File: config.mk
export PLATFORM = sky130hd
export DESIGN_NAME = instr_fetch_unit
export DESIGN_NICKNAME = d
export VERILOG_FILES = /design/src/rtl/instr_fetch_unit.sv
export SDC_FILE = /design/constraint.sdc
export NUM_CORES = 1
export LEC_CHECK = 0
export CORE_MARGIN = 2
export CORE_UTILIZATION = 55
export DETAILED_ROUTE_END_ITERATION = 10
export GPL_TIMING_DRIVEN = 0
export PLACE_DENSITY = 0.94
export SLEW_MARGIN = 30
export SYNTH_ARGS = -nofsm -noshare
export SYNTH_HDL_FRONTEND = slang
export SYNTH_SLANG_ARGS = --single-unit
File: constraint.sdc
create_clock -name i_clk -period 5 [get_ports i_clk]
set_clock_uncertainty 0.2 [all_clocks]
set_input_delay 1 -clock i_clk [delete_from_list [all_inputs] [get_ports i_clk]]
set_output_delay 1 -clock i_clk [all_outputs]
set_load 0.05 [all_outputs]
File: src/rtl/instr_fetch_unit.sv
// Instruction fetch: PC, one-outstanding imem req/ack, DEPTH-entry prefetch FIFO to the control unit.
// Ack in cycle N is visible on inst in N+1; requests pause while the FIFO is full, redirect flushes it.
module instr_fetch_unit #(
    parameter int                ADDR_W   = 8,
    parameter int                DEPTH    = 2,
    parameter logic [ADDR_W-1:0] RESET_PC = '0
) (
    input  logic              i_clk,
    input  logic              i_reset,
    output logic              o_imem_req,
    output logic [ADDR_W-1:0] o_imem_addr,
    input  logic              i_imem_ack,
    input  logic [7:0]        i_imem_rdata,
    input  logic              i_redirect,
    input  logic [ADDR_W-1:0] i_redirect_pc,
    output logic [7:0]        o_inst,
    output logic [ADDR_W-1:0] o_inst_pc,
    output logic              o_inst_valid,
    input  logic              i_inst_ready
);
    localparam int PTR_W = (DEPTH > 1) ? $clog2(DEPTH) : 1;
    localparam int CNT_W = $clog2(DEPTH + 1);
    localparam logic [CNT_W-1:0] FULL = CNT_W'(DEPTH);

    typedef enum logic [1:0] {S_FETCH, S_HOLD, S_DROP} state_t;

    state_t            r_state, w_state_nxt;
    logic              r_req, w_req_nxt;
    logic [ADDR_W-1:0] r_addr, w_addr_nxt;
    logic [ADDR_W-1:0] r_pc, w_pc_nxt;
    logic [CNT_W-1:0]  r_count, w_count_nxt;
    logic [PTR_W-1:0]  r_wr_ptr, r_rd_ptr;
    logic [7:0]        r_buf_inst [DEPTH];
    logic [ADDR_W-1:0] r_buf_pc   [DEPTH];
    logic              w_push, w_pop;

    function automatic logic [PTR_W-1:0] ptr_inc(input logic [PTR_W-1:0] p);
        return (p == PTR_W'(DEPTH - 1)) ? '0 : p + 1'b1;
    endfunction

    always_comb begin
        w_push      = (r_state == S_FETCH) && r_req && i_imem_ack && !i_redirect;
        w_pop       = (r_count != '0) && i_inst_ready && !i_redirect;
        w_count_nxt = r_count + CNT_W'(w_push) - CNT_W'(w_pop);
        w_state_nxt = r_state;
        w_req_nxt   = r_req;
        w_addr_nxt  = r_addr;
        w_pc_nxt    = r_pc;
        if (i_redirect) begin
            w_count_nxt = '0;
            w_pc_nxt    = i_redirect_pc;
            // An unacked request must stay on the bus; its data is dropped later.
            if (r_req && !i_imem_ack) begin
                w_state_nxt = S_DROP;
            end else begin
                w_state_nxt = S_FETCH;
                w_req_nxt   = 1'b1;
                w_addr_nxt  = i_redirect_pc;
            end
        end else begin
            case (r_state)
                S_FETCH: begin
                    if (r_req) begin
                        if (i_imem_ack) begin
                            w_pc_nxt = r_addr + 1'b1;
                            if (w_count_nxt < FULL) begin
                                w_addr_nxt = r_addr + 1'b1;
                            end else begin
                                w_state_nxt = S_HOLD;
                                w_req_nxt   = 1'b0;
                            end
                        end
                    end else if (r_count < FULL) begin
                        w_req_nxt  = 1'b1;
                        w_addr_nxt = r_pc;
                    end
                end
                S_HOLD: begin
                    if (w_count_nxt < FULL) begin
                        w_state_nxt = S_FETCH;
                        w_req_nxt   = 1'b1;
                        w_addr_nxt  = r_pc;
                    end
                end
                S_DROP: begin
                    if (i_imem_ack) begin
                        w_state_nxt = S_FETCH;
                        w_req_nxt   = 1'b1;
                        w_addr_nxt  = r_pc;
                    end
                end
                default: begin
                    w_state_nxt = S_FETCH;
                    w_req_nxt   = 1'b0;
                end
            endcase
        end
    end

    always_ff @(posedge i_clk) begin
        if (i_reset) begin
            r_state  <= S_FETCH;
            r_req    <= 1'b0;
            r_addr   <= RESET_PC;
            r_pc     <= RESET_PC;
            r_count  <= '0;
            r_wr_ptr <= '0;
            r_rd_ptr <= '0;
        end else begin
            r_state <= w_state_nxt;
            r_req   <= w_req_nxt;
            r_addr  <= w_addr_nxt;
            r_pc    <= w_pc_nxt;
            r_count <= w_count_nxt;
            if (i_redirect) begin
                r_wr_ptr <= '0;
                r_rd_ptr <= '0;
            end else begin
                if (w_push) r_wr_ptr <= ptr_inc(r_wr_ptr);
                if (w_pop)  r_rd_ptr <= ptr_inc(r_rd_ptr);
            end
        end
    end

    always_ff @(posedge i_clk) begin
        if (w_push) begin
            r_buf_inst[r_wr_ptr] <= i_imem_rdata;
            r_buf_pc[r_wr_ptr]   <= r_addr;
        end
    end

    assign o_imem_req   = r_req;
    assign o_imem_addr  = r_addr;
    assign o_inst_valid = (r_count != '0);
    assign o_inst       = o_inst_valid ? r_buf_inst[r_rd_ptr] : '0;
    assign o_inst_pc    = o_inst_valid ? r_buf_pc[r_rd_ptr] : '0;
endmodule

Word-level counts from Yosys, hierarchy flattened
Memories as Yosys holds them, arrays and structs flattened. A register that Yosys moved wholly into a read port is not among the register bits.
Cells that the tools add are included.
Storage, ports and cells
  flip-flop bits (word level): 23
  output and inout port bits: 26
  bits of input ports: 21
  word-level logic and storage cells: 86
  RAM bits: 32
  memories kept: 2
Memory list
  r_buf_inst: words 2, width 8, read ports 1, clocked after Yosys merged registers in 1, wr ports 1, RTL line 33  | logic [7:0] r_buf_inst [DEPTH];
  r_buf_pc: words 2, width 8, read ports 1, clocked after Yosys merged registers in 1, wr ports 1, RTL line 34  | logic [ADDR_W-1:0] r_buf_pc [DEPTH];
Operators by class
  equality and inequality tests: 11
  reductions and logical operators: 19
  mux-type cells: 40
  add/sub/neg operators: 5
  order comparisons: 2
Operators by type and width (count)
  8-bit 2-to-1 mux: 14
  8-bit case mux with 3 select lines: 1
  1-bit 2-to-1 mux: 16
  3-bit inequality test (second input constant): 5
  2-bit 2-to-1 mux: 7
  8-bit by 1-bit adder with 8-bit output (second input constant): 1
  4-bit by 3-bit inequality test with 1-bit output (second input constant): 2
  2-bit nonzero test: 4
  7-bit AND reduction: 1
  1-bit logical AND: 6
  2-bit case mux with 3 select lines: 1
  3-bit AND reduction: 2
  5-bit AND reduction: 1
  2-bit < comparator (second input constant): 2
  4-bit inequality test (second input constant): 1
  4-bit nonzero test: 1
  1-bit case mux with 3 select lines: 1
  1-bit adder (second input constant): 2
  2-bit by 1-bit adder with 2-bit output: 1
  2-bit by 1-bit == test with 1-bit output (second input constant): 1
  2-bit == test (second input constant): 1
  1-bit logical NOT: 2
  2-bit logical NOT: 1
  2-bit inequality test (second input constant): 1
  2 further kinds: 2

Longest topological paths before layout
  depth after elaboration: 12
  mapped depth: 14

Least setup slack after synthesis
Ideal clock, no wire load.
  path kind: input -> register
  start point: input i_redirect
  end point: register r_addr[0] (netlist: o_imem_addr[0])
  slack: 1297 ps
  data arrival time: 3433 ps
  cell stages on the path: 11
  required time: 4730 ps
  cell sequence: buf_2 > clkbuf_1 > clkbuf_1 > nor2_1 > ha_1 > inv_1 > ha_1 > xor3_1 > a32o_1 > or4_1 > a21oi_1
RTL lines
  from (decl): RTL line 14  | input logic i_redirect,
  1-bit logical NOT *: RTL line 43  | w_pop = (r_count != '0) && i_inst_ready && !i_redirect;
  1-bit logical AND *: RTL line 43
  net w_pop: RTL line 35  | logic w_push, w_pop;
  2-bit by 1-bit subtractor with 2-bit output *: RTL line 44  | w_count_nxt = r_count + CNT_W'(w_push) - CNT_W'(w_pop);
  2-bit < comparator *: RTL line 66, 79
  4-bit by 3-bit inequality test with 1-bit output (no source line) or 3-bit inequality test (tied branches)
  7-bit AND reduction (no source line) *
  to (signal assigned): RTL line 112  | r_addr <= w_addr_nxt;
  to (decl): RTL line 29  | logic [ADDR_W-1:0] r_addr, w_addr_nxt;
The timed path passes the listed nets; every way through them passes the cells marked *.
A chain may end at the register's enable or synchronous reset.

Final worst setup path
  start point: input i_imem_ack
  end point: register r_addr[6] (netlist: o_imem_addr[6])
On the way
  cells in the longest elaborated chain, start to end: 7
Ends and longest elaborated chain
  from (decl): RTL line 12  | input logic i_imem_ack,
  1-bit logical AND (2 in series): RTL line 42  | w_push = (r_state == S_FETCH) && r_req && i_imem_ack && !i_redirect;
  2-bit by 1-bit adder with 2-bit output: RTL line 44
  2-bit by 1-bit subtractor with 2-bit output: RTL line 44
  2-bit < comparator: RTL line 66, 79
  4-bit by 3-bit inequality test with 1-bit output (no source line) or 3-bit inequality test (tied branches)
  7-bit AND reduction (no source line) *
Mark *: on every way between the ends. The rest lies on a longest branch, timed or not.

==> results.txt <==
- Clock network latency to the later pin of the worst-skew pair: 0.31 ns
- Signal routing reaches up to met4.
- Clock tree from TritonCTS: done
- The floorplan step defined a die boundary enclosing 0.00548 mm².
- After detailed routing, the average wire length per cell comes to 15.8 µm.
* Number of synthesized register bits: 56
* Post-route setup TNS: 0 ns
- Synthesized netlist cell count: 256
- After routing the design area is 0.00331 mm².
* Share of the synthesized area in the top cell type: 0.356
- Capturing element type of the critical path: flop
- Die Wd: 74.0 µm
- Setup violations remaining at the end of the flow were counted as 0.
* Global-route congestion overflow total: 0
- Fraction of the yosys area taken by sequential cells: 0.534
- Number of fill cells in the layout: 342
* Number of placed I/O pins: 47
* Routed met1 length: 2.41 mm
* Leading cell types in the layout, fill and taps excluded: clkdlybuf4s50_1, nor2_1, edfxtp_1
- Kind of start point of the critical path: input pin
* Clock root buffer: clkbuf_8
- The worst pin sits at a relative slew slack of 0.471.
- For this run, design rule violations remaining after detail routing come to 0.
- Relative area change from synthesis to final layout: 22.9%
- H-tree depth: 2
* Fmax achieved: 0.214 GHz
* Critical path, cell by cell: clkdlybuf4s50_1 -> and3_1 -> clkbuf_1 -> clkbuf_1 -> nand2_1 -> ha_1 -> inv_1 -> ha_1 -> xor3_1 -> a32oi_1 -> nand2_1 -> o41ai_1
- During synthesis, Yosys emitted a total of 0 warnings.
- Buffers inserted to repair hold after CTS numbered 0.
- The share of total power dissipated in sequential elements is 0.557.
* Minimum clock period: 4.68 ns
* Data required time at the worst endpoint: 5.01 ns
* Worst hold slack after final layout: 0.308 ns
- The share of total power dissipated in combinational logic is 0.182.
- Clock buffers created by TritonCTS: 5
- The number of antenna violations at the first check in global routing is 0.
* Crit path buffers/inverters: 4
- DR pass1 iterations: 6
- Number of input and output port buffers inserted: 44
- Core Footprint: 0.00472 mm²
- Vias/cell: 5.88
- Register area: 0.00144 mm²
* Worst ir drop on vdd: 0.152 mV
- Number of hold violations in the final report: 0
- RD Place Congestion: 0.912
- Of the available clock period, the critical path in the final layout requires 0.935.
* Count of instances resized after the clock tree is built: 0
* Unique cell type count in the Yosys netlist: 52
* Ys async rst share: 0
* Power dissipated by switching net loads: 0.000278 W
- For this design the ratio of total power to cell area is 288 mW/mm².
- Crit path kind: input pin to flop
- Gr usage total: 0.224
* Part of the power in the clock network: 0.261
- Maximum number of pins on one net before global-route repair: 19
- Final max-slew violation count: 0
- Critical path arrival: 4.68 ns
- Synthesis produced a netlist with a net count of 284.
- The floorplan has 25 rows.
* Maximum net fanout on the critical path: 10
- Once the clock tree was built, the setup fixing pass inserted 0 buffers.
* Vias: 2206
* Clock transition at the registers of the reported paths: 0.10 ns
* Run status: completed
- Of the total power, the share spent switching nets is 0.291.
- Per-instance average area after synthesis: 10.5 µm²
- Leaving out fill and tap cells, the most frequent cell in the layout is clkdlybuf4s50_1.
- In the post-route analysis, the smallest setup slack over all paths is 0.323 ns.
- Met3 wire length: 490 µm
- Post-detailed-placement cell area: 0.00322 mm²
* Met2 Routed Length: 2.90 mm
* Number of global-route vias before repair: 2165
- Synth top area cells: edfxtp_1, dfxtp_1, mux2i_1, nor2_1, ha_1
- Slowest Stage Delay on Critical Path: 0.63 ns
- Worst slew pin tran: 0.793 ns
- Layout Nets: 335
- For this run, the leading register cell type out of synthesis is edfxtp_1.
- Yosys top cell by area: edfxtp_1
- The worst hold path belongs to the class flop to flop.
* Antenna Nets Post-Route: 0
- The cell area that synthesis handed to floorplanning was 0.00270 mm².
* Highest-delay cell along the critical path: a32oi_1
- For this configuration, the core starts out at a cell density of 0.571.
- Worst setup slack before clock tree synthesis: 0.0810 ns
* Cell type group with the largest total delay on the critical path: buffers and inverters
- Global-route wire length before repair: 9.46 mm
* Floorplan die height: 74.0 µm
- Number of enable flip-flop cells after synthesis: 32
- Combined area of the multi-input logic cells: 0.00116 mm²
- The clock passes through at most 2 buffers.
- For this block, the initial DRC count from the detailed router was 92.
- Total routed wirelength: 5.94 mm
- The internal power of the cells totals 0.000676 W.
- CTS saw 56 sinks.
- Static leakage: 1.16 nW
* RSZ-0062 raised after global routing: no
- Number of antenna diodes: 0
- Share of post-route cells with drive strength above 1: 0.0455
* DP Wirelength: 4.11 mm
- Max-cap violation count: 0
kinds of logic (layout without fill, tap and decap cells):
kind of cell               after synthesis  after routing  synth area share
xor gates and xnor gates                 7              7            0.0283
adders and majority gates                7              7            0.0325
and+or+nand+nor                         85             85             0.144
buffers and inverters                   25             77            0.0357
muxes                                   17             17            0.0635
DFF                                     56             56             0.534
AOI/OAI and AO/OA                       59             59             0.161
worst min-delay path, delay by kind of cell (launching register included):
family           cells  cell delay, ns
AND/OR/NAND/NOR      1            0.06
flip-flops           1            0.33
AO/OA/AOI/OAI        1            0.08
path summary, 6_finish.rpt:
path                            startpoint             end  slack, ns  cells past startpoint
worst max-delay path            i_imem_ack  o_imem_addr[6]       0.32                     12
worst max register to register  r_state[0]  o_imem_addr[6]       0.74                     14
worst min-delay path               r_pc[1]         r_pc[1]       0.31                      2
worst min register to register     r_pc[1]         r_pc[1]       0.31                      2
sequential cells by signal, indices dropped and copies added (netlist names), named ones only:
register / flops
r_count: 2
o_imem_addr: 8
r_buf_pc: 16
r_rd_ptr: 1
r_buf_inst: 16
o_imem_req: 1
r_pc: 8
r_wr_ptr: 1
r_state: 2
metrics by stage:
step	total power, W	instances	util
3_5_place_dp	0.000712	367	0.683
4_1_cts	0.000953	375	0.702
2_1_floorplan	0.000649	256	-
3_3_place_gp	0.000707	367	0.682
6_report	0.000955	375	0.702
5_1_grt	0.000986	375	0.702
synth_stat cells, types with 4 or more instances:
| cell | n |
|---|---|
| nor2_1 | 38 |
| a21oi_1 | 13 |
| a211o_1 | 4 |
| a211oi_1 | 4 |
| nand2_1 | 16 |
| ha_1 | 7 |
| dfxtp_1 | 24 |
| nor3_1 | 6 |
| edfxtp_1 | 32 |
| clkbuf_1 | 12 |
| a311oi_1 | 5 |
| inv_1 | 9 |
| mux2i_1 | 16 |
| o21ai_0 | 7 |
| nand3_1 | 6 |
power groups by stage:
stage	combinational (W)	sequential (W)	clock, W
after floorplan	0.0000866	0.000563	0
after global placement	0.000167	0.000540	0
after detailed placement	0.000171	0.000542	0
after CTS	0.000172	0.000531	0.000250
after global routing	0.000186	0.000534	0.000266
final	0.000174	0.000532	0.000249
cell type report:
| class | count | area share |
|---|---|---|
| flip-flops and latches | 56 | 0.435 |
| multi-input cells | 175 | 0.351 |
| repair buffers | 44 | 0.133 |
| well taps | 67 | 0.0253 |
| clock buffers | 5 | 0.0208 |
| plain buffers | 15 | 0.0177 |
| inverters | 10 | 0.0113 |
| clock inverters | 3 | 0.00642 |
routing by layer:
metal  track usage  vias up
li1              -     1048
met1         0.269     1024
met2         0.388      115
met3        0.0407       19
met4         0.107        0
met5             0        -
Note: power is estimated with default switching activity, not from simulation.
